File: config.mk
export PLATFORM = sky130hd
export DESIGN_NAME = ex_mem_pipe_flat
export DESIGN_NICKNAME = d
export VERILOG_FILES = /design/src/rtl/ex_mem_pipe_if.sv /design/src/rtl/ex_mem_pipe.sv /design/src/flat_wrapper.sv
export SDC_FILE = /design/constraint.sdc
export NUM_CORES = 1
export LEC_CHECK = 0
export ABC_AREA = 1
export BUFFER_PORTS_ARGS = -buffer_cell sky130_fd_sc_hd__buf_4
export CAP_MARGIN = 20
export CORE_MARGIN = 2
export CORE_UTILIZATION = 61
export DETAILED_ROUTE_END_ITERATION = 12
export HOLD_SLACK_MARGIN = 0.08
export PLACE_DENSITY_LB_ADDON = 0.05
export SETUP_SLACK_MARGIN = 0.1
export SYNTH_ARGS = -nofsm -noshare
export SYNTH_HDL_FRONTEND = slang
export SYNTH_SLANG_ARGS = --single-unit
File: constraint.sdc
create_clock -name clk -period 5.6 [get_ports clk]
set_clock_uncertainty 0.15 [all_clocks]
set_input_delay 1.12 -clock clk [delete_from_list [all_inputs] [get_ports clk]]
set_output_delay 1.12 -clock clk [all_outputs]
set_load 0.005 [all_outputs]
File: src/rtl/ex_mem_pipe_if.sv
// ex_mem_pipe_if: bundles the EX->MEM handshake, payload, occupancy and
// forwarding signals of the EX/MEM pipeline register.
//   slave  : the pipeline register itself. It receives flush, in_valid,
//            ex_* and out_ready. It drives in_ready, out_valid, mem_*,
//            occupancy and fwd_*.
//   master : the surrounding pipeline (EX, MEM and ID stages, or a bench).
interface ex_mem_pipe_if #(
  parameter int DATA_W  = 32,
  parameter int RADDR_W = 5,
  parameter int WE_W    = 4,
  parameter int ALUOP_W = 8
) ();
  logic               flush;
  logic               in_valid;
  logic               in_ready;
  logic [RADDR_W-1:0] ex_wd;
  logic [WE_W-1:0]    ex_wreg;
  logic [DATA_W-1:0]  ex_wdata;
  logic [ALUOP_W-1:0] ex_aluop;
  logic [DATA_W-1:0]  ex_mem_addr;
  logic [DATA_W-1:0]  ex_reg2;
  logic [DATA_W-1:0]  ex_pc;
  logic               out_valid;
  logic               out_ready;
  logic [RADDR_W-1:0] mem_wd;
  logic [WE_W-1:0]    mem_wreg;
  logic [DATA_W-1:0]  mem_wdata;
  logic [ALUOP_W-1:0] mem_aluop;
  logic [DATA_W-1:0]  mem_mem_addr;
  logic [DATA_W-1:0]  mem_reg2;
  logic [DATA_W-1:0]  mem_pc;
  logic [1:0]         occupancy;
  logic               fwd_valid;
  logic [RADDR_W-1:0] fwd_wd;
  logic [WE_W-1:0]    fwd_wreg;
  logic [DATA_W-1:0]  fwd_wdata;

  modport slave (
    input  flush, in_valid, ex_wd, ex_wreg, ex_wdata, ex_aluop, ex_mem_addr,
           ex_reg2, ex_pc, out_ready,
    output in_ready, out_valid, mem_wd, mem_wreg, mem_wdata, mem_aluop,
           mem_mem_addr, mem_reg2, mem_pc, occupancy, fwd_valid, fwd_wd,
           fwd_wreg, fwd_wdata
  );

  modport master (
    output flush, in_valid, ex_wd, ex_wreg, ex_wdata, ex_aluop, ex_mem_addr,
           ex_reg2, ex_pc, out_ready,
    input  in_ready, out_valid, mem_wd, mem_wreg, mem_wdata, mem_aluop,
           mem_mem_addr, mem_reg2, mem_pc, occupancy, fwd_valid, fwd_wd,
           fwd_wreg, fwd_wdata
  );
endinterface

File: src/rtl/ex_mem_pipe.sv
// ex_mem_pipe: two-entry (head + skid) EX/MEM pipeline register with
// valid/ready handshakes, flush, bubble zeroing and an ID-stage forwarding
// tap.
// Ports:
//   clk : clock. All state updates on the rising edge.
//   rst : synchronous active-high reset. It has priority over flush and
//         over all handshakes.
//   bus : ex_mem_pipe_if.slave. It carries the EX payload and handshake,
//         the MEM payload and handshake, occupancy, and fwd_*.
// Every output is registered. in_ready depends only on state, so there is
// no combinational path from out_ready to in_ready.
module ex_mem_pipe #(
  parameter int DATA_W  = 32,
  parameter int RADDR_W = 5,
  parameter int WE_W    = 4,
  parameter int ALUOP_W = 8
) (
  input logic clk,
  input logic rst,
  ex_mem_pipe_if.slave bus
);

  typedef struct packed {
    logic [RADDR_W-1:0] wd;
    logic [WE_W-1:0]    wreg;
    logic [DATA_W-1:0]  wdata;
    logic [ALUOP_W-1:0] aluop;
    logic [DATA_W-1:0]  mem_addr;
    logic [DATA_W-1:0]  reg2;
    logic [DATA_W-1:0]  pc;
  } payload_t;

  // The state encoding doubles as the occupancy count.
  typedef enum logic [1:0] {
    S_EMPTY = 2'd0,
    S_ONE   = 2'd1,
    S_FULL  = 2'd2
  } state_e;

  state_e             state_q, state_d;
  payload_t           head_q, head_d;
  payload_t           skid_q, skid_d;
  payload_t           mem_q, mem_d;
  logic               in_ready_q, in_ready_d;
  logic               out_valid_q, out_valid_d;
  logic               fwd_valid_q, fwd_valid_d;
  logic [RADDR_W-1:0] fwd_wd_q, fwd_wd_d;
  logic [WE_W-1:0]    fwd_wreg_q, fwd_wreg_d;
  logic [DATA_W-1:0]  fwd_wdata_q, fwd_wdata_d;
  payload_t           in_pay_s;
  logic               push_s;
  logic               pop_s;

  // Next state, entry loads and the next values of the registered outputs.
  always_comb begin
    in_pay_s = '{wd: bus.ex_wd, wreg: bus.ex_wreg, wdata: bus.ex_wdata,
                 aluop: bus.ex_aluop, mem_addr: bus.ex_mem_addr,
                 reg2: bus.ex_reg2, pc: bus.ex_pc};
    push_s   = bus.in_valid & in_ready_q;
    pop_s    = out_valid_q & bus.out_ready;
    state_d  = state_q;
    head_d   = head_q;
    skid_d   = skid_q;

    if (bus.flush) begin
      // A flush drops every entry, including any beat that arrives with it.
      // The payload registers keep their values. Only the state changes.
      state_d = S_EMPTY;
    end else begin
      case (state_q)
        S_EMPTY: begin
          if (push_s) begin
            state_d = S_ONE;
            head_d  = in_pay_s;
          end else begin
            state_d = S_EMPTY;
          end
        end
        S_ONE: begin
          if (push_s && !pop_s) begin
            state_d = S_FULL;
            skid_d  = in_pay_s;
          end else if (!push_s && pop_s) begin
            state_d = S_EMPTY;
          end else if (push_s && pop_s) begin
            // Streaming case: the new beat replaces the departing head.
            state_d = S_ONE;
            head_d  = in_pay_s;
          end else begin
            state_d = S_ONE;
          end
        end
        S_FULL: begin
          // in_ready is low here, so only a pop can happen.
          if (pop_s) begin
            state_d = S_ONE;
            head_d  = skid_q;
          end else begin
            state_d = S_FULL;
          end
        end
        default: begin
          state_d = S_EMPTY;
        end
      endcase
    end

    in_ready_d  = (state_d != S_FULL);
    out_valid_d = (state_d != S_EMPTY);
    // A bubble presents an all-zero payload, so it acts as a NOP with no
    // register write.
    mem_d       = out_valid_d ? head_d : '0;

    // The forwarding tap shows the youngest held entry.
    case (state_d)
      S_FULL: begin
        fwd_valid_d = 1'b1;
        fwd_wd_d    = skid_d.wd;
        fwd_wreg_d  = skid_d.wreg;
        fwd_wdata_d = skid_d.wdata;
      end
      S_ONE: begin
        fwd_valid_d = 1'b1;
        fwd_wd_d    = head_d.wd;
        fwd_wreg_d  = head_d.wreg;
        fwd_wdata_d = head_d.wdata;
      end
      default: begin
        fwd_valid_d = 1'b0;
        fwd_wd_d    = '0;
        fwd_wreg_d  = '0;
        fwd_wdata_d = '0;
      end
    endcase
  end

  // State, entries and registered outputs. Reset has priority over all else.
  always_ff @(posedge clk) begin
    if (rst) begin
      state_q     <= S_EMPTY;
      head_q      <= '0;
      skid_q      <= '0;
      mem_q       <= '0;
      in_ready_q  <= 1'b1;
      out_valid_q <= 1'b0;
      fwd_valid_q <= 1'b0;
      fwd_wd_q    <= '0;
      fwd_wreg_q  <= '0;
      fwd_wdata_q <= '0;
    end else begin
      state_q     <= state_d;
      head_q      <= head_d;
      skid_q      <= skid_d;
      mem_q       <= mem_d;
      in_ready_q  <= in_ready_d;
      out_valid_q <= out_valid_d;
      fwd_valid_q <= fwd_valid_d;
      fwd_wd_q    <= fwd_wd_d;
      fwd_wreg_q  <= fwd_wreg_d;
      fwd_wdata_q <= fwd_wdata_d;
    end
  end

  assign bus.in_ready     = in_ready_q;
  assign bus.out_valid    = out_valid_q;
  assign bus.occupancy    = state_q;
  assign bus.mem_wd       = mem_q.wd;
  assign bus.mem_wreg     = mem_q.wreg;
  assign bus.mem_wdata    = mem_q.wdata;
  assign bus.mem_aluop    = mem_q.aluop;
  assign bus.mem_mem_addr = mem_q.mem_addr;
  assign bus.mem_reg2     = mem_q.reg2;
  assign bus.mem_pc       = mem_q.pc;
  assign bus.fwd_valid    = fwd_valid_q;
  assign bus.fwd_wd       = fwd_wd_q;
  assign bus.fwd_wreg     = fwd_wreg_q;
  assign bus.fwd_wdata    = fwd_wdata_q;

endmodule
File: src/flat_wrapper.sv
// flat-port wrapper written by rule: the top's interface ports become plain ports
module ex_mem_pipe_flat 
#(
  parameter int DATA_W  = 32,
  parameter int RADDR_W = 5,
  parameter int WE_W    = 4,
  parameter int ALUOP_W = 8
)
  (clk, rst, bus_flush, bus_in_valid, bus_ex_wd, bus_ex_wreg, bus_ex_wdata, bus_ex_aluop, bus_ex_mem_addr, bus_ex_reg2, bus_ex_pc, bus_out_ready, bus_in_ready, bus_out_valid, bus_mem_wd, bus_mem_wreg, bus_mem_wdata, bus_mem_aluop, bus_mem_mem_addr, bus_mem_reg2, bus_mem_pc, bus_occupancy, bus_fwd_valid, bus_fwd_wd, bus_fwd_wreg, bus_fwd_wdata);
  ex_mem_pipe_if #(.DATA_W(DATA_W), .RADDR_W(RADDR_W), .WE_W(WE_W), .ALUOP_W(ALUOP_W)) bus_i ();
  input logic clk;
  input logic rst;
  input wire logic [$bits(bus_i.flush)-1:0] bus_flush;
  input wire logic [$bits(bus_i.in_valid)-1:0] bus_in_valid;
  input wire logic [$bits(bus_i.ex_wd)-1:0] bus_ex_wd;
  input wire logic [$bits(bus_i.ex_wreg)-1:0] bus_ex_wreg;
  input wire logic [$bits(bus_i.ex_wdata)-1:0] bus_ex_wdata;
  input wire logic [$bits(bus_i.ex_aluop)-1:0] bus_ex_aluop;
  input wire logic [$bits(bus_i.ex_mem_addr)-1:0] bus_ex_mem_addr;
  input wire logic [$bits(bus_i.ex_reg2)-1:0] bus_ex_reg2;
  input wire logic [$bits(bus_i.ex_pc)-1:0] bus_ex_pc;
  input wire logic [$bits(bus_i.out_ready)-1:0] bus_out_ready;
  output wire logic [$bits(bus_i.in_ready)-1:0] bus_in_ready;
  output wire logic [$bits(bus_i.out_valid)-1:0] bus_out_valid;
  output wire logic [$bits(bus_i.mem_wd)-1:0] bus_mem_wd;
  output wire logic [$bits(bus_i.mem_wreg)-1:0] bus_mem_wreg;
  output wire logic [$bits(bus_i.mem_wdata)-1:0] bus_mem_wdata;
  output wire logic [$bits(bus_i.mem_aluop)-1:0] bus_mem_aluop;
  output wire logic [$bits(bus_i.mem_mem_addr)-1:0] bus_mem_mem_addr;
  output wire logic [$bits(bus_i.mem_reg2)-1:0] bus_mem_reg2;
  output wire logic [$bits(bus_i.mem_pc)-1:0] bus_mem_pc;
  output wire logic [$bits(bus_i.occupancy)-1:0] bus_occupancy;
  output wire logic [$bits(bus_i.fwd_valid)-1:0] bus_fwd_valid;
  output wire logic [$bits(bus_i.fwd_wd)-1:0] bus_fwd_wd;
  output wire logic [$bits(bus_i.fwd_wreg)-1:0] bus_fwd_wreg;
  output wire logic [$bits(bus_i.fwd_wdata)-1:0] bus_fwd_wdata;
  assign bus_i.flush = bus_flush;
  assign bus_i.in_valid = bus_in_valid;
  assign bus_i.ex_wd = bus_ex_wd;
  assign bus_i.ex_wreg = bus_ex_wreg;
  assign bus_i.ex_wdata = bus_ex_wdata;
  assign bus_i.ex_aluop = bus_ex_aluop;
  assign bus_i.ex_mem_addr = bus_ex_mem_addr;
  assign bus_i.ex_reg2 = bus_ex_reg2;
  assign bus_i.ex_pc = bus_ex_pc;
  assign bus_i.out_ready = bus_out_ready;
  assign bus_in_ready = bus_i.in_ready;
  assign bus_out_valid = bus_i.out_valid;
  assign bus_mem_wd = bus_i.mem_wd;
  assign bus_mem_wreg = bus_i.mem_wreg;
  assign bus_mem_wdata = bus_i.mem_wdata;
  assign bus_mem_aluop = bus_i.mem_aluop;
  assign bus_mem_mem_addr = bus_i.mem_mem_addr;
  assign bus_mem_reg2 = bus_i.mem_reg2;
  assign bus_mem_pc = bus_i.mem_pc;
  assign bus_occupancy = bus_i.occupancy;
  assign bus_fwd_valid = bus_i.fwd_valid;
  assign bus_fwd_wd = bus_i.fwd_wd;
  assign bus_fwd_wreg = bus_i.fwd_wreg;
  assign bus_fwd_wdata = bus_i.fwd_wdata;
  ex_mem_pipe #(.DATA_W(DATA_W), .RADDR_W(RADDR_W), .WE_W(WE_W), .ALUOP_W(ALUOP_W)) u_core (.clk(clk), .rst(rst), .bus(bus_i));
endmodule
**Word-level counts from Yosys, hierarchy flattened**

Cells that the tools add are included.

- Bits in registers: 481
- Output and inout port bits: 191
- Word-level logic and storage cells: 67

- Equal/unequal tests: 5
- Mux-type cells: 20
- Bitwise operators: 4
- Reductions and logical operators: 10

Operators with widths:

| kind | count |
|---|---|
| $mux 145 | 9 |
| $pmux 145 s3 | 1 |
| $pmux 32 s2 | 1 |
| $pmux 5 s2 | 1 |
| $pmux 4 s2 | 1 |
| $mux 2 | 3 |
| $pmux 2 s3 | 1 |
| $eq 2x1->1 const B | 2 |
| $eq 2x2->1 const B | 2 |
| $reduce_or 2->1 | 2 |
| $logic_and 1x1->1 | 3 |
| $mux 1 | 3 |
| $reduce_and 3->1 | 1 |
| $and 1x1->1 | 2 |
| $logic_not 1->1 | 2 |
| $logic_not 2->1 | 1 |
| $ne 2x2->1 const B | 1 |
| $not 1->1 | 2 |
| $reduce_bool 2->1 | 1 |

**Depth between registers and ports, before layout**

Gate-level depths: netlist (run 1).

- Depth after elaboration: 10
- Gate-level depth with buffers: 14

**Worst setup path before layout (run 1)**

No wires, ideal clock.

- Kind: input to register
- From: input port bus_out_ready
- To: register u_core.mem_q (netlist bit u_core.bus.mem_wdata[10])
- Arrival: 3.110 ns
- Data required time: 5.393 ns
- Setup slack: 2.283 ns
- Cell stages on the path: 12
- Path buffers: 4
- Path through: nand2_1 > buf_2 > buf_2 > a21oi_1 > nor2_1 > inv_1 > ha_1 > nor2_1 > clkbuf_1 > buf_1 > nand2_1 > inv_1

- Word-level cells in the longest chain between the ends: 9

Ends and longest elaborated chain:

| what | RTL line | text |
|---|---|---|
| start: declaration | flat_wrapper.sv:22 | `input wire logic [$bits(bus_i.out_ready)-1:0] bus_out_ready;` |
| $and 1x1->1 * | ex_mem_pipe.sv:60 | `pop_s = out_valid_q & bus.out_ready;` |
| $logic_and 1x1->1 or $logic_not 1->1 (tied branches) | ex_mem_pipe.sv:83, ex_mem_pipe.sv:80 |  |
| $mux 1 or $logic_and 1x1->1 (tied branches) | ex_mem_pipe.sv:83, ex_mem_pipe.sv:80 |  |
| $mux 2 | ex_mem_pipe.sv:80 | `if (push_s && !pop_s) begin` |
| $pmux 2 s3 * | ex_mem_pipe.sv:70 | `case (state_q)` |
| $mux 2 * | ex_mem_pipe.sv:65 | `if (bus.flush) begin` |
| net u_core.state_d[0] | ex_mem_pipe.sv:40 | `state_e state_q, state_d;` |
| $reduce_bool 2->1 * | ex_mem_pipe.sv:109 | `out_valid_d = (state_d != S_EMPTY);` |
| $not 1->1 (no source line) * | -- |  |
| $reduce_or 2->1 (no source line) * | -- |  |
| end signal: assignment | ex_mem_pipe.sv:154 | `mem_q <= mem_d;` |
| end: declaration | ex_mem_pipe.sv:43 | `payload_t mem_q, mem_d;` |

The timed path passes the listed nets; every way through them passes the cells marked *.
A chain may end at the register's enable or synchronous reset.

**Final worst setup path (run 1)**

- From: input port bus_in_valid
- To: register u_core.mem_q (netlist bit u_core.bus.mem_reg2[18])

RTL lines:

| what | RTL line | text |
|---|---|---|
| start: declaration | flat_wrapper.sv:14 | `input wire logic [$bits(bus_i.in_valid)-1:0] bus_in_valid;` |
| $and 1x1->1 | ex_mem_pipe.sv:59 | `push_s = bus.in_valid & in_ready_q;` |
| $logic_and 1x1->1 | ex_mem_pipe.sv:80 |  |
| $mux 2 | ex_mem_pipe.sv:80 |  |
| $pmux 2 s3 | ex_mem_pipe.sv:70 |  |
| $mux 2 | ex_mem_pipe.sv:65 |  |
| net u_core.state_d[1] | ex_mem_pipe.sv:40 |  |
| $reduce_bool 2->1 | ex_mem_pipe.sv:109 |  |
| $not 1->1 (no source line) | -- |  |
| $reduce_or 2->1 (no source line) | -- |  |

The timed path passes the listed nets, and every way through them passes these cells.

==> results of run 1 <==
==> state kept, by name, indices dropped and copies added, names as in the netlist, 8 cells and up <==
name and count:
u_core.bus.fwd_wdata 32, u_core.bus.mem_aluop 8, u_core.bus.mem_mem_addr 32, u_core.bus.mem_pc 32, u_core.bus.mem_reg2 32, u_core.bus.mem_wdata 32
u_core.head_q 145, u_core.skid_q 145
==> layer usage <==
layer	vias to the layer above	track usage, %
met2	986	57.9
met1	9270	41.3
met5	-	0
li1	9614	-
met4	0	18.0
met3	188	7.14
==> cell families (layout without fill, tap and decap cells) <==
group	count (synthesis)	in the layout	synth area share, %
fa+ha+maj	3	3	0.187
compound gates	494	494	13.2
buf+inv	445	683	9.15
simple gates	1470	1470	29.5
other cells	0	5	0
flops	481	481	48.0
==> metrics by stage <==
step	setup WS, ps	hold slack (ps)	total power [µW]	util, %
2_1_floorplan	2280	295	4110	-
3_3_place_gp	1070	304	4380	69.3
3_5_place_dp	913	314	4410	69.3
4_1_cts	1500	328	7350	73.7
5_1_grt	1250	354	7590	73.8
6_report	1460	325	7340	73.8
==> area by class of cell <==
type / instances / area [µm²] / area share, %
clock inverter: 8 / 46.3 / 0.193
antenna: 5 / 12.5 / 0.0523
sequential: 481 / 9630 / 40.2
tap: 442 / 553 / 2.31
timing repair buffer: 368 / 2770 / 11.6
inverter: 242 / 923 / 3.86
multi-input combinational: 1967 / 8620 / 36.0
clock buffer: 65 / 1390 / 5.79
==> cell usage after synthesis (9+ instances only) <==
cell      instances
a21oi_1         222
buf_1            18
buf_2            73
buf_4             9
clkbuf_1         98
dfxtp_1         481
inv_1           234
nand2_1         876
nand3_1         216
nand4_1          26
nor2_1          339
o211ai_1         65
o21ai_0         141
o21ai_1          65
==> cell usage in the layout (no fill, tap or decap), types with 2 or more instances in the layout <==
cell type  instances
nand2_1          873
dfxtp_1          481
buf_4            367
nor2_1           338
inv_1            233
a21oi_1          222
nand3_1          216
o21ai_0          141
o211ai_1          65
o21ai_1           65
clkbuf_16         49
nand4_1           26
clkbuf_8          10
clkinv_2           6
clkbuf_1           6
diode_2            5
inv_2              4
nor2_4             4
nand2_2            4
inv_4              4
or2_2              4
nand2_4            2
inv_6              2
nand3_2            2
ha_1               2
==> how the worst max path moves through the flow <==
stage / from / end / slack, ps / cells after the start
global route: bus_in_valid / u_core.bus.mem_pc[18] / 1250 / 11
global placement: bus_in_valid / u_core.bus.mem_reg2[11] / 1070 / 13
CTS: bus_in_valid / u_core.bus.mem_reg2[18] / 1500 / 13
floorplan: bus_out_ready / u_core.bus.mem_wdata[10] / 2280 / 12
finish: bus_in_valid / u_core.bus.mem_reg2[18] / 1460 / 13
detailed placement: bus_in_valid / u_core.bus.mem_reg2[18] / 910 / 13
==> worst min-delay path, delay by kind of cell (launching register included) <==
| family | cells | cell delay [ps] |
|---|---|---|
| flip-flops | 1 | 300 |
| AO/OA/AOI/OAI | 1 | 70 |
| AND/OR/NAND/NOR | 1 | 70 |
==> power groups by stage <==
| stage | logic [µW] | registers (µW) | clock network, µW |
|---|---|---|---|
| finish | 762 | 3590 | 2990 |
| global route | 845 | 3600 | 3150 |
| CTS | 751 | 3590 | 3010 |
| detailed placement | 745 | 3660 | 0 |
| global placement | 721 | 3660 | 0 |
| floorplan | 461 | 3650 | 0 |
==> metrics.txt, run 1 <==
# TYPE chip_impl_metric gauge
chip_impl_metric{name="pin_count_of_the_biggest_net_entering_global_routing",unit=""} 90
chip_impl_metric{name="detail_route.wl_per_cell",unit="µm"} 16.8
chip_impl_metric{name="combPwrFrac",unit="%"} 10.4
chip_impl_info{name="clock_tree_from_tritoncts",value="done"} 1
chip_impl_info{name="routed.top_layer",value="met4"} 1
chip_impl_info{name="critPathKind",value="primary input to flop"} 1
chip_impl_metric{name="synth_sequential_area_ratio",unit="%"} 48.0
chip_impl_info{name="worstPathCellList",value="buf_4 > nand2_4 > inv_6 > nand3_2 > nand2_1 > inv_1 > nor2_1 > inv_1 > ha_1 > nor2_4 > inv_4 > buf_4 > nor2_1"} 1
chip_impl_info{name="critical-path-top-delay-family",value="buffers and inverters"} 1
chip_impl_metric{name="yosysUniqueCellTypes",unit=""} 27
chip_impl_metric{name="synth-async-reset-ratio",unit="%"} 0
chip_impl_metric{name="first_pass_iters",unit=""} 6
chip_impl_metric{name="p_clk_share",unit="%"} 40.7
chip_impl_metric{name="setup_tns",unit="ps"} 0
chip_impl_metric{name="p_sw_share",unit="%"} 25.0
chip_impl_metric{name="clock_latency",unit="ps"} 550
chip_impl_metric{name="max_freq",unit="MHz"} 242
chip_impl_metric{name="final-setup-viol-count",unit=""} 0
chip_impl_info{name="cpMaxStageDelayCell",value="inv_4"} 1
chip_impl_metric{name="grt_pass1_wl",unit="mm"} 94.9
chip_impl_metric{name="synth-edff-count",unit=""} 0
chip_impl_metric{name="dp.cells",unit=""} 3500
chip_impl_metric{name="start_util",unit="%"} 61.8
chip_impl_metric{name="areaGrowthSynthToFinish",unit="%"} 19.4
chip_impl_metric{name="cts_buffers",unit=""} 48
chip_impl_info{name="outcome",value="complete, no violations"} 1
chip_impl_metric{name="power_switching",unit="µW"} 1840
chip_impl_metric{name="synth_cells",unit=""} 2893
chip_impl_metric{name="drt_wl_total",unit="mm"} 60.3
chip_impl_metric{name="top_area_cell_type_share_of_the_netlist_area",unit="%"} 48.0
chip_impl_info{name="crit_path_start_kind",value="primary input"} 1
chip_impl_metric{name="pwr-share-seq",unit="%"} 48.9
chip_impl_info{name="postSynth.topFlopCell",value="dfxtp_1"} 1
chip_impl_metric{name="net_count_reported_at_finish",unit=""} 3261
chip_impl_metric{name="worst_path_clk_slew",unit="ps"} 60
chip_impl_info{name="clock-root-buffer",value="clkbuf_16"} 1
chip_impl_metric{name="routed-wl-met2",unit="mm"} 28.2
chip_impl_info{name="timing.hold.worst_endpoint",value="u_core.head_q[91]"} 1
chip_impl_metric{name="grt_usage",unit="%"} 34.4
chip_impl_metric{name="timing.reg2reg.setup_slack",unit="ps"} 1650
chip_impl_metric{name="io-pin-count",unit=""} 341
chip_impl_metric{name="finalCritPeriodShare",unit="%"} 73.9
chip_impl_metric{name="register_bit_total_from_synthesis",unit=""} 481
chip_impl_metric{name="timing.max_cap.violations",unit=""} 0
chip_impl_metric{name="place_area",unit="µm²"} 22500
chip_impl_metric{name="cts.hold.buffers_added",unit=""} 0
chip_impl_metric{name="via_count_of_the_routed_design",unit=""} 20100
chip_impl_metric{name="drt-initial-drc-count",unit=""} 1666
chip_impl_metric{name="vdd_drop_max",unit="mV"} 0.270
chip_impl_metric{name="worst_hold_path.num_cells",unit=""} 2
chip_impl_metric{name="vias_per_cell",unit=""} 5.61
chip_impl_metric{name="place.gp.congestion",unit=""} 0.844
chip_impl_metric{name="final_period_minus_worst_setup_slack",unit="ps"} 4140
chip_impl_metric{name="p_int",unit="µW"} 5510
chip_impl_metric{name="final_layout_size_suffix_gt1_share",unit="%"} 14.8
chip_impl_metric{name="grt-ovfl-total",unit=""} 0
chip_impl_metric{name="post_cts_buffers",unit=""} 0
chip_impl_info{name="crit_path_end_kind",value="flop"} 1
chip_impl_metric{name="leak_pwr",unit="µW"} 0.0114
chip_impl_metric{name="grt_pass1_vias",unit=""} 19400
chip_impl_metric{name="arrival_time_at_the_worst_endpoint",unit="ps"} 4410
chip_impl_metric{name="ff2ff_path_depth",unit=""} 11
chip_impl_metric{name="dp.final_hpwl",unit="mm"} 35.3
chip_impl_metric{name="relSlewSlack",unit="%"} 25.5
chip_impl_metric{name="finalNonFillerCells",unit=""} 3578
chip_impl_info{name="grt_setup_unrepaired",value="no"} 1
chip_impl_metric{name="worst_ep_required_time",unit="ps"} 5870
chip_impl_metric{name="netlist_area",unit="µm²"} 20000
chip_impl_info{name="synthTopCellsByArea",value="dfxtp_1 48%, nand2_1 16%, nor2_1 6.3%"} 1
chip_impl_metric{name="ctsHtreeMaxLevel",unit=""} 2
chip_impl_metric{name="detail-route-antenna-nets",unit=""} 0
chip_impl_metric{name="timing.final.hold_violations",unit=""} 0
chip_impl_metric{name="maxSlewViolCount",unit=""} 0
chip_impl_metric{name="drt-met1-wl",unit="mm"} 23.6
chip_impl_metric{name="count_of_filler_cells_inserted_in_the_layout",unit=""} 2633
chip_impl_info{name="regToRegStartpoint",value="u_core.bus.occupancy[0]"} 1
chip_impl_metric{name="critical_path.max_fanout",unit=""} 74
chip_impl_metric{name="grt_antenna_before_repair",unit=""} 5
chip_impl_metric{name="transition_at_the_pin_with_the_smallest_max_transition_slack",unit="ps"} 1120
chip_impl_metric{name="die_y_extent",unit="µm"} 185
chip_impl_metric{name="avgSynthCellArea",unit="µm²"} 6.93
chip_impl_metric{name="worstPathBufferInverterCount",unit=""} 6
chip_impl_metric{name="dieArea",unit="µm²"} 34300
chip_impl_metric{name="final_area",unit="µm²"} 23900
chip_impl_metric{name="power_density",unit="nW/µm²"} 307
chip_impl_metric{name="net_count_after_synthesis",unit=""} 3046
chip_impl_info{name="r2r-end",value="u_core.bus.mem_reg2[18]"} 1
chip_impl_metric{name="cpPeakStageDelay",unit="ps"} 700
chip_impl_metric{name="die_x",unit="µm"} 185
chip_impl_metric{name="row_count",unit=""} 66
chip_impl_metric{name="ys_warn_count",unit=""} 0
chip_impl_metric{name="cts_resized",unit=""} 0
chip_impl_info{name="worstHoldStart",value="u_core.head_q[91]"} 1
chip_impl_metric{name="core_region",unit="µm²"} 32500
chip_impl_info{name="min-delay-path-class",value="flop to flop"} 1
chip_impl_info{name="synth_largest_area_cell",value="dfxtp_1"} 1
chip_impl_metric{name="place.port_buffers",unit=""} 340
chip_impl_metric{name="clock-sinks",unit=""} 481
chip_impl_metric{name="route.detailed.drc",unit=""} 0
chip_impl_metric{name="wl_met3",unit="mm"} 5.80
chip_impl_metric{name="clock_path_buffers",unit=""} 3
Power figures use the tool's default switching activity.
==> inputs of run 2 (changes only) <==
--- a/config.mk
+++ b/config.mk
@@ -5,11 +5,11 @@
 export SDC_FILE = /design/constraint.sdc
 export NUM_CORES = 1
 export LEC_CHECK = 0
-export ABC_AREA = 1
+export ABC_AREA = 0
 export BUFFER_PORTS_ARGS = -buffer_cell sky130_fd_sc_hd__buf_4
 export CAP_MARGIN = 20
 export CORE_MARGIN = 2
-export CORE_UTILIZATION = 61
+export CORE_UTILIZATION = 54
 export DETAILED_ROUTE_END_ITERATION = 12
 export HOLD_SLACK_MARGIN = 0.08
 export PLACE_DENSITY_LB_ADDON = 0.05
==> constraint.sdc (replaced) <==
create_clock -name clk -period 4 [get_ports clk]
set_clock_uncertainty 0.15 [all_clocks]
set_input_delay 0.8 -clock clk [delete_from_list [all_inputs] [get_ports clk]]
set_output_delay 0.8 -clock clk [all_outputs]
set_load 0.005 [all_outputs]
==> metrics.txt, run 2 <==
# TYPE chip_impl_metric gauge
chip_impl_metric{name="row_count",unit=""} 64
chip_impl_metric{name="max_freq",unit="MHz"} 343
chip_impl_metric{name="grt_pass1_wl",unit="mm"} 74.9
chip_impl_metric{name="leak_pwr",unit="µW"} 0.00868
chip_impl_metric{name="cpPeakStageDelay",unit="ps"} 680
chip_impl_metric{name="worst_path_clk_slew",unit="ps"} 60
chip_impl_metric{name="core_region",unit="µm²"} 30700
chip_impl_info{name="min-delay-path-class",value="flop to flop"} 1
chip_impl_metric{name="route.detailed.drc",unit=""} 0
chip_impl_info{name="mostFrequentLayoutCells",value="481 x dfxtp_1, 395 x nand2_1, 362 x buf_4"} 1
chip_impl_info{name="crit_top_cell",value="nor2_1"} 1
chip_impl_metric{name="power_density",unit="nW/µm²"} 486
chip_impl_metric{name="vias_per_cell",unit=""} 5.82
chip_impl_metric{name="cts_buffers",unit=""} 48
chip_impl_metric{name="synth-edff-count",unit=""} 0
chip_impl_metric{name="finalCritPeriodShare",unit="%"} 72.8
chip_impl_metric{name="detail_route.wl_per_cell",unit="µm"} 19.1
chip_impl_metric{name="dp.cells",unit=""} 2426
chip_impl_metric{name="transition_at_the_pin_with_the_smallest_max_transition_slack",unit="ps"} 949
chip_impl_metric{name="register_bit_total_from_synthesis",unit=""} 481
chip_impl_info{name="postSynth.topFlopCell",value="dfxtp_1"} 1
chip_impl_metric{name="place_area",unit="µm²"} 19600
chip_impl_metric{name="synth_cells",unit=""} 1820
chip_impl_metric{name="synth_adder_area_share",unit="%"} 0.223
chip_impl_metric{name="net_count_after_synthesis",unit=""} 1973
chip_impl_metric{name="place.port_buffers",unit=""} 340
chip_impl_metric{name="post_cts_buffers",unit=""} 0
chip_impl_metric{name="top_area_cell_type_share_of_the_netlist_area",unit="%"} 57.2
chip_impl_metric{name="grt_pass1_vias",unit=""} 14100
chip_impl_metric{name="dieArea",unit="µm²"} 32600
chip_impl_metric{name="via_count_of_the_routed_design",unit=""} 14600
chip_impl_metric{name="final-setup-viol-count",unit=""} 0
chip_impl_info{name="grt_setup_unrepaired",value="no"} 1
chip_impl_metric{name="avgSynthCellArea",unit="µm²"} 9.26
chip_impl_metric{name="synth-async-reset-ratio",unit="%"} 0
chip_impl_metric{name="finalNonFillerCells",unit=""} 2515
chip_impl_metric{name="netlist_area",unit="µm²"} 16800
chip_impl_metric{name="count_of_filler_cells_inserted_in_the_layout",unit=""} 2404
chip_impl_metric{name="net_count_reported_at_finish",unit=""} 2233
chip_impl_info{name="yosys-top-cells-count",value="481 x dfxtp_1, 395 x nand2_1, 211 x nor2_1"} 1
chip_impl_metric{name="io-pin-count",unit=""} 341
chip_impl_metric{name="detail-route-antenna-nets",unit=""} 0
chip_impl_metric{name="relSlewSlack",unit="%"} 36.7
chip_impl_info{name="cpMaxStageDelayCell",value="or2_2"} 1
chip_impl_metric{name="final_layout_size_suffix_gt1_share",unit="%"} 21.9
chip_impl_metric{name="dp.final_hpwl",unit="mm"} 28.2
chip_impl_metric{name="place.gp.congestion",unit=""} 0.791
chip_impl_metric{name="first_pass_iters",unit=""} 7
chip_impl_metric{name="critical_path.max_fanout",unit=""} 43
chip_impl_info{name="crit_path_start_kind",value="flop"} 1
chip_impl_metric{name="synth-compound-area-share",unit="%"} 20.9
chip_impl_metric{name="clock-sinks",unit=""} 481
chip_impl_metric{name="final_area",unit="µm²"} 21200
chip_impl_info{name="critPathKind",value="flop to flop"} 1
chip_impl_metric{name="grt-ovfl-total",unit=""} 0
chip_impl_info{name="synth_top_family_by_area",value="compound AO/OA/AOI/OAI gates"} 1
chip_impl_info{name="synthTopCellsByArea",value="dfxtp_1 57%, nand2_1 8.8%, a22o_1 6.8%"} 1
chip_impl_info{name="critical-path-top-delay-family",value="simple AND/OR/NAND/NOR gates"} 1
chip_impl_metric{name="start_util",unit="%"} 54.9
chip_impl_metric{name="grt_usage",unit="%"} 28.1
chip_impl_info{name="clock_tree_from_tritoncts",value="done"} 1
chip_impl_metric{name="clock_path_buffers",unit=""} 3
chip_impl_info{name="layout.cells.most_common",value="dfxtp_1"} 1
chip_impl_info{name="worstPathCellList",value="and2_2 > buf_4 > nor2_1 > or2_2 > a222oi_1 > nor2_1"} 1
chip_impl_metric{name="areaGrowthSynthToFinish",unit="%"} 25.9
chip_impl_metric{name="die_y_extent",unit="µm"} 181
chip_impl_metric{name="ys_warn_count",unit=""} 0
chip_impl_metric{name="cts_resized",unit=""} 0
chip_impl_metric{name="vdd_drop_max",unit="mV"} 0.411
chip_impl_metric{name="report.power.total",unit="µW"} 10300
chip_impl_metric{name="drt-initial-drc-count",unit=""} 1224
chip_impl_info{name="synth_largest_area_cell",value="dfxtp_1"} 1
chip_impl_metric{name="final_period_minus_worst_setup_slack",unit="ps"} 2910
chip_impl_metric{name="die_x",unit="µm"} 181
chip_impl_metric{name="post_synth_xor_area_fraction",unit="%"} 0
chip_impl_metric{name="drt_wl_total",unit="mm"} 48.0
chip_impl_metric{name="pin_count_of_the_biggest_net_entering_global_routing",unit=""} 197
chip_impl_info{name="outcome",value="complete, no violations"} 1
chip_impl_metric{name="setup_tns",unit="ps"} 0
chip_impl_metric{name="yosys-mux-area-fraction",unit="%"} 2.44
chip_impl_info{name="biggest_registers_after_layout",value="u_core.head_q (145), u_core.skid_q (145)"} 1
chip_impl_metric{name="clock_latency",unit="ps"} 550
chip_impl_metric{name="worstPathBufferInverterCount",unit=""} 1
chip_impl_info{name="crit_path_end_kind",value="flop"} 1
chip_impl_metric{name="yosysUniqueCellTypes",unit=""} 41
chip_impl_metric{name="cts.hold.buffers_added",unit=""} 0
chip_impl_info{name="synth_most_common_cell",value="dfxtp_1"} 1
chip_impl_metric{name="timing.max_cap.violations",unit=""} 0
chip_impl_metric{name="ctsHtreeMaxLevel",unit=""} 2
chip_impl_metric{name="synth_sequential_area_ratio",unit="%"} 57.2
chip_impl_metric{name="grt_antenna_before_repair",unit=""} 4
chip_impl_metric{name="maxSlewViolCount",unit=""} 0
chip_impl_metric{name="arrival_time_at_the_worst_endpoint",unit="ps"} 3170
chip_impl_metric{name="timing.final.hold_violations",unit=""} 0
chip_impl_info{name="clock-root-buffer",value="clkbuf_16"} 1
chip_impl_metric{name="synth_simple_gate_area_share",unit="%"} 15.0
chip_impl_metric{name="worst_ep_required_time",unit="ps"} 4260
## run 2: layer usage
layer	vias to the layer above	share of wire, %	track usage, %
met3	98	8.2	6.67
li1	6909	-	-
met4	0	3.2	11.5
met5	-	0	0
met1	7031	42	37.0
met2	605	46	44.6
## run 2: where the power goes
part / switching, µW / total [µW] / internal, µW / leakage [µW]
Combinational: 465 / 791 / 326 / 0.00398
Clock: 1820 / 4530 / 2710 / 0.000800
Sequential: 72.5 / 5000 / 4930 / 0.00390
Total: 2360 / 10300 / 7960 / 0.00868
## run 2: layout make-up
| class | count | area (µm²) | area share (%) |
|---|---|---|---|
| multi-input cells | 1175 | 6580 | 31.0 |
| clock inverters | 12 | 135 | 0.637 |
| clock buffers | 73 | 1470 | 6.91 |
| inverters | 3 | 11.3 | 0.0531 |
| diodes | 4 | 10.0 | 0.0472 |
| flip-flops and latches | 481 | 9630 | 45.4 |
| well taps | 396 | 495 | 2.34 |
| repair buffers | 371 | 2890 | 13.6 |
## run 2: final timing paths
kind                            start                 endpoint  slack, ps  cells past startpoint
setup reg to reg  u_core.bus.in_ready  u_core.bus.mem_reg2[15]       1090                      6
hold / removal      u_core.skid_q[51]        u_core.skid_q[51]        300                      2
setup / recovery  u_core.bus.in_ready  u_core.bus.mem_reg2[15]       1090                      6
hold reg to reg     u_core.skid_q[51]        u_core.skid_q[51]        300                      2
## run 2: worst min-delay path: stages (launching register included)
cell and delay (ps):
dfxtp_1 310, nand2_1 50, a21oi_1 50
## run 2: metrics by stage
step	hold slack, ps	setup slack [ps]	utilization [%]
floorplan	281	742	-
global placement	288	729	63.9
detailed placement	297	656	63.9
CTS	305	1080	69.1
global route	318	883	69.2
finish	305	1090	69.2
## run 2: cell families after synthesis
family,count (synthesis)
buffers and inverters,164
muxes,41
AOI/OAI and AO/OA,480
adders and majority gates,3
DFF,481
and+or+nand+nor,651
